**src/rtl/alu_mult_sequencer.sv**
```systemverilog
// Shift-and-add 16-bit multiplier that borrows the shared ALU.
// Ports: clk, rst_n, start/op_a/op_b in; busy/done/result/res_zero/
// res_pos out; alu_a/alu_b/alu_s drive the ALU, alu_o/alu_z/alu_g return.
module alu_mult_sequencer (
  input  logic        clk,
  input  logic        rst_n,
  input  logic        start,
  input  logic [15:0] op_a,
  input  logic [15:0] op_b,
  output logic        busy,
  output logic        done,
  output logic [15:0] result,
  output logic        res_zero,
  output logic        res_pos,
  output logic [15:0] alu_a,
  output logic [15:0] alu_b,
  output logic [1:0]  alu_s,
  input  logic [15:0] alu_o,
  input  logic        alu_z,
  input  logic        alu_g
);

  localparam logic [1:0] S_ADD = 2'd0;
  localparam logic [1:0] S_SLL = 2'd2;

  typedef enum logic [1:0] {
    IDLE  = 2'd0,
    ADD   = 2'd1,
    SHIFT = 2'd2,
    FIN   = 2'd3
  } state_t;

  state_t      state;
  state_t      state_nx;
  logic [15:0] acc;
  logic [15:0] m;
  logic [15:0] q;

  logic        q_zero;
  logic        in_idle;
  logic        in_add;
  logic        in_shift;
  logic        in_fin;

  assign q_zero   = (q == 16'd0);
  assign in_idle  = (state == IDLE);
  assign in_add   = (state == ADD);
  assign in_shift = (state == SHIFT);
  assign in_fin   = (state == FIN);

  assign busy = !in_idle;

  // state register
  always_ff @(posedge clk or negedge rst_n) begin
    if (!rst_n) begin
      state <= IDLE;
    end else begin
      state <= state_nx;
    end
  end

  // next-state logic
  always_comb begin
    state_nx = state;
    unique case (1'b1)
      in_idle:  if (start) state_nx = ADD;
      in_add:   state_nx = q_zero ? FIN : SHIFT;
      in_shift: state_nx = ADD;
      in_fin:   state_nx = IDLE;
      default:  state_nx = IDLE;
    endcase
  end

  // ALU drive; FIN adds zero so the ALU
  // hands back acc together with its flags
  always_comb begin
    alu_s = S_ADD;
    alu_a = 16'd0;
    alu_b = 16'd0;
    unique case (1'b1)
      in_idle: begin
        alu_s = S_ADD;
      end
      in_add: begin
        if (!q_zero) begin
          alu_a = acc;
          alu_b = m;
        end
      end
      in_shift: begin
        alu_s = S_SLL;
        alu_a = m;
        alu_b = 16'd1;
      end
      in_fin: begin
        alu_a = acc;
      end
      default: begin
        alu_s = S_ADD;
      end
    endcase
  end

  // datapath registers
  always_ff @(posedge clk or negedge rst_n) begin
    if (!rst_n) begin
      acc <= '0;
      m   <= '0;
      q   <= '0;
    end else begin
      unique case (1'b1)
        in_idle: begin
          if (start) begin
            acc <= '0;
            m   <= op_a;
            q   <= op_b;
          end
        end
        in_add: begin
          if (!q_zero && q[0]) acc <= alu_o;
        end
        in_shift: begin
          m <= alu_o;
          q <= {1'b0, q[15:1]};
        end
        in_fin: begin
          acc <= acc;
        end
        default: begin
          acc <= acc;
        end
      endcase
    end
  end

  // result registers move only on the done edge
  always_ff @(posedge clk or negedge rst_n) begin
    if (!rst_n) begin
      result   <= '0;
      res_zero <= 1'b0;
      res_pos  <= 1'b0;
      done     <= 1'b0;
    end else begin
      done <= in_fin;
      if (in_fin) begin
        result   <= alu_o;
        res_zero <= alu_z;
        res_pos  <= alu_g;
      end
    end
  end

endmodule

```
**config.mk**
```make
export PLATFORM = sky130hd
export DESIGN_NAME = alu_mult_sequencer
export DESIGN_NICKNAME = d
export VERILOG_FILES = /design/src/rtl/alu_mult_sequencer.sv
export SDC_FILE = /design/constraint.sdc
export NUM_CORES = 1
export LEC_CHECK = 0
export ABC_AREA = 1
export ABC_CLOCK_PERIOD_IN_PS = 2500
export BUFFER_PORTS_ARGS = -buffer_cell sky130_fd_sc_hd__buf_2
export CAP_MARGIN = 20
export CORE_MARGIN = 4
export CORE_UTILIZATION = 45
export DETAILED_ROUTE_END_ITERATION = 16
export GPL_TIMING_DRIVEN = 0
export PLACE_DENSITY = 0.79
export SYNTH_ARGS = -nofsm -noshare
export SYNTH_HDL_FRONTEND = slang
export SYNTH_SLANG_ARGS = --single-unit
export TNS_END_PERCENT = 100
```
**constraint.sdc**
```tcl
create_clock -name clk -period 2.5 [get_ports clk]
set_input_delay 0.375 -clock clk [delete_from_list [all_inputs] [get_ports clk]]
set_output_delay 0.375 -clock clk [all_outputs]
set_load 0.05 [all_outputs]
```
# Word level (Yosys, flattened, before mapping)
# Index checks and enable logic that the tools add are counted.
[word_totals]
regBits = 69
input_bits = 53
[classes]
eq_ne = 5
muxes = 15
n_reduce_logical = 9
[op_table]
columns = ["op", "n"]
rows = [
  ["$pmux 16 s2", 4],
  ["$mux 16", 6],
  ["$pmux 16 s3", 1],
  ["$logic_not 16->1", 1],
  ["$pmux 2 s3", 1],
  ["$eq 2x2->1 const B", 2],
  ["$mux 2", 2],
  ["$reduce_bool 2->1", 2],
  ["$reduce_and 3->1", 1],
  ["$eq 2x1->1 const B", 1],
  ["$logic_not 1->1", 2],
  ["$logic_not 2->1", 1],
  ["$ne 2x1->1 const B", 1],
  ["$ne 2x2->1 const B", 1],
  ["$reduce_and 2->1", 1],
  ["$logic_and 1x1->1", 1],
  ["$mux 1", 1],
]

# Longest topological paths before layout
[depth]
ltp_word = 5
mapped_depth = 9
depth_no_buf = 7

# Least setup slack after synthesis
# OpenSTA, ideal clock, no wires.
[synth_path]
kind = "register to output"
from = "register state[1]"
to = "output port alu_b[11]"
arrival_time_ps = 2190
required_time_ps = 2125
slack_ps = -65
path_stages_with_launch = 7
n_path_buf = 2
cell_sequence = "dfrtp_1 -> inv_1 -> ha_1 -> buf_2 -> nand2_1 -> clkbuf_1 -> nor3_1"
[synth_via]
elab_chain_cells = 2
[synth_lines]
columns = ["element", "line_no", "source"]
rows = [
  ["start, declared", "33", "state_t state;"],
  ["start signal, assigned", "58", "state <= state_nx;"],
  ["$eq 2x2->1 or $eq 2x1->1 (tied branches)", "48, 47", ""],
  ["$pmux 16 s2 (*)", "80", "unique case (1'b1)"],
  ["end, declared", "16", "output logic [15:0] alu_b,"],
]
# Every way passes the cells marked *; elsewhere a longest branch is shown, timed or not.

# Worst setup path after layout
[layout_path]
from = "register state[0]"
to = "output port alu_a[2]"
[layout_via]
elab_chain_cells = 2
[layout_lines]
columns = ["element", "line_no", "source"]
rows = [
  ["$eq 2x2->1", "48", "assign in_shift = (state == SHIFT);"],
  ["via in_shift", "42", "logic in_shift;"],
  ["$pmux 16 s3", "80", ""],
  ["end, declared", "15", "output logic [15:0] alu_a,"],
]
# The timed path passes the listed nets, and every way through them passes these cells.

==> impl_metrics.py <==
metrics = {
    "timing": {
        "fin_tns_setup_ns": 0,
        "tightest_slew_ns": 0.8740,
        "fin_crit_sh_pct": 98.82,
        "finalWorstSetupSlack_ns": 0.02960,
        "fmax_mhz": 404.8,
        "fin_crit_ns": 2.470,
        "drv_slew": 0,
        "relSlewSlack_pct": 41.73,
        "fin_skew_ns": 0.01478,
        "setup_viol": 0,
        "final_hold_viol_count": 0,
        "timing.hold.ws_ns": 0.1292,
    },
    "global_route": {
        "busiest_layer": "met2",
        "grt_util_met1_pct": 32.63,
        "antenna_found_initial": 0,
        "grt_overflow": 0,
        "grt_use_met3_pct": 5.456,
        "grt_use_met2_pct": 36.48,
        "grt_max_degree": 70,
        "grt_pass1_wl_mm": 18.11,
        "grt_pass1_vias": 3679,
        "track_usage_pct": 23.50,
    },
    "cts": {
        "clk_path_buf_depth": 2,
        "htree_levels": 3,
        "clk_latency_ns": 0.35,
        "postCtsHoldBufs": 0,
        "clk_pin_slew_ns": 0.09,
        "cts_made_buffers": 9,
        "clk_root_buffer_cell": "clkbuf_8",
        "cts_sinks": 69,
        "cts_tree": "done",
    },
    "cells_and_area": {
        "fillCellCount": 737,
        "postLayoutCoreUtil_pct": 61.45,
        "diodes": 0,
        "nNetsFinal": 650,
        "drive_above_1_share_pct": 30.77,
        "synthToLayoutAreaGrowth_pct": 31.92,
        "final_area_mm2": 0.004773,
        "stdcell_count": 700,
    },
    "worst_setup_path": {
        "cp.depth": 9,
        "start_kind": "flop",
        "crit_path_max_incr_delay_ns": 0.43,
        "worstRegToRegCells": 8,
        "cp_top_family": "buffers and inverters",
        "critPathSlowestCell": "dfrtp_1",
        "critPathRequiredTime_ns": 2.12,
        "path_class": "reg -> out",
        "timing.rr.start": "state[1]",
        "cp.arrival_ns": 2.10,
        "end_kind": "output pin",
        "critical_path.cell_chain": "inv_2 -> ha_2 -> buf_6 -> inv_1 -> buf_4 -> o22ai_1 -> inv_1 -> a21oi_1 -> buf_4",
        "critPathBufInv": 6,
        "cp_max_fo": 10,
        "timing.critical_path.from": "state[0]",
    },
    "synthesis": {
        "synth.ff_latch_count": 69,
        "synth_top_area_cell": "dfrtp_1",
        "yosys_warnings": 0,
        "synthTopCellsByArea": "dfrtp_1, nand2_1, inv_1",
        "synth_seq_area_share_pct": 47.72,
        "syn-cell-area_mm2": 0.003618,
        "syn_area_per_cell_um2": 7.666,
        "synth_cell_types": 26,
        "syn-num-nets": 529,
        "netlist_instances": 472,
        "netlist.area_leader.share_pct": 47.72,
    },
    "route": {
        "vias": 3801,
        "wl_mm": 11.18,
        "drtAntennaViolNets": 0,
        "remaining_drc_errors": 0,
        "drtIter0Drc": 294,
        "wl_per_cell_um": 15.97,
        "via_per_inst": 5.430,
        "drt-pass1-iter-count": 5,
    },
    "placement": {
        "routabilityCongestion": 0.9186,
        "portBuffers": 105,
        "hpwl_mm": 8.030,
        "postPlaceCellArea_mm2": 0.004274,
        "pre_cts_ws_ns": 0.1492,
        "dp_cells": 679,
    },
    "worst_hold_path": {
        "hold_class": "in -> async",
    },
    "floorplan": {
        "die_h_um": 97.67,
        "core-area_mm2": 0.007767,
        "io_pins": 107,
        "initial_core_util_pct": 46.59,
        "die_area_mm2": 0.009539,
        "rows": 32,
        "die_w_um": 97.67,
    },
    "pwr": {
        "power_leakage_nw": 2.360,
        "p_per_area_mw_per_mm2": 1665,
        "ir_drop_mv": 0.8609,
        "power.total_mw": 7.949,
    },
    "outcome": {
        "status": "completed",
    },
    "job": {
        "cap_violations": 0,
    },
}
report_power, final:
group | internal, mW | switching, mW
Combinational | 1.43 | 3.36
Sequential | 1.68 | 0.325
Clock | 0.688 | 0.455
Total | 3.81 | 4.14
synthesized netlist by cell type:
| library cell | number |
|---|---|
| nand2_1 | 128 |
| dfrtp_1 | 69 |
| inv_1 | 52 |
| nor2_1 | 44 |
| nand3_1 | 35 |
| a31oi_1 | 31 |
| a21oi_1 | 17 |
| o21ai_0 | 17 |
| nor3_1 | 15 |
| o22ai_1 | 15 |
| buf_2 | 13 |
| clkbuf_1 | 10 |
| buf_6 | 6 |
| buf_4 | 4 |
| ha_1 | 4 |
| o21ai_1 | 2 |
| clkbuf_2 | 1 |
| clkinv_1 | 1 |
| conb_1 | 1 |
| inv_2 | 1 |
| inv_4 | 1 |
| nand2_2 | 1 |
| nor2_2 | 1 |
| nor2_4 | 1 |
| nor2_8 | 1 |
| nor3_4 | 1 |
kinds of logic after synthesis:
family                     Yosys count  share of synthesized area, %
AOI/OAI and AO/OA                   82                         12.93
adders and majority gates            4                         1.383
buffers and inverters               89                         11.45
DFF                                 69                         47.72
other                                1                        0.1036
and+or+nand+nor                    227                         26.42
repair_timing:
action,in CTS,in global routing
endpoints found under the setup margin,25,27
cloned,0,0
gates resized for setup,26,55
buffers inserted,0,5
pin swaps,0,2
cell usage in the layout, fill, tap and decap left out:
cell,count
nand3_1,35
o21ai_0,17
nor2_1,44
ha_2,1
buf_1,1
nor2_2,1
clkbuf_1,5
buf_6,13
inv_2,2
conb_1,1
nor3_2,6
buf_4,30
a31oi_1,31
nor3_1,8
a21oi_2,8
clkinvlp_4,2
o21ai_1,2
clkbuf_4,5
o22ai_1,11
nor2_4,1
ha_1,3
inv_1,51
dfrtp_1,69
inv_4,1
o22ai_2,4
nand2_2,2
clkbuf_2,2
nor2_8,1
buf_2,88
clkbuf_8,10
a21oi_1,9
clkinv_2,2
nand2_1,127
nor3_4,2
bufinv_16,3
sequential cells by signal, summed over array words and instances, names as in the netlist:
register  cells
acc          16
q            16
done          1
res_pos       1
m            16
res_zero      1
state         2
result       16
worst paths after layout:
check | to | slack (ns)
setup / recovery | alu_a[2] | 0.03
hold / removal | done | 0.13
setup reg to reg | acc[11] | 0.72
hold reg to reg | result[13] | 0.47
max in group asynchronous | m[12] | 1.80
min in group clk | res_pos | 0.23
layer usage:
| metal | vias to the layer above | wire length (µm) |
|---|---|---|
| met4 | 0 | 164 |
| li1 | 1763 | - |
| met5 | - | 0 |
| met2 | 170 | 5199 |
| met3 | 18 | 936 |
| met1 | 1850 | 4881 |
area by class of cell:
class                      instances  area (µm²)  area share, %
sequential                        69        1727          36.17
buffer                            34       226.5          4.744
clock buffer                      10       137.6          2.883
multi-input combinational        314        1579          33.08
inverter                          55       210.2          4.404
clock inverter                     6       110.1          2.307
tap                              102       127.6          2.674
timing repair buffer             110       655.6          13.74
(Power assumes the default switching activity.)
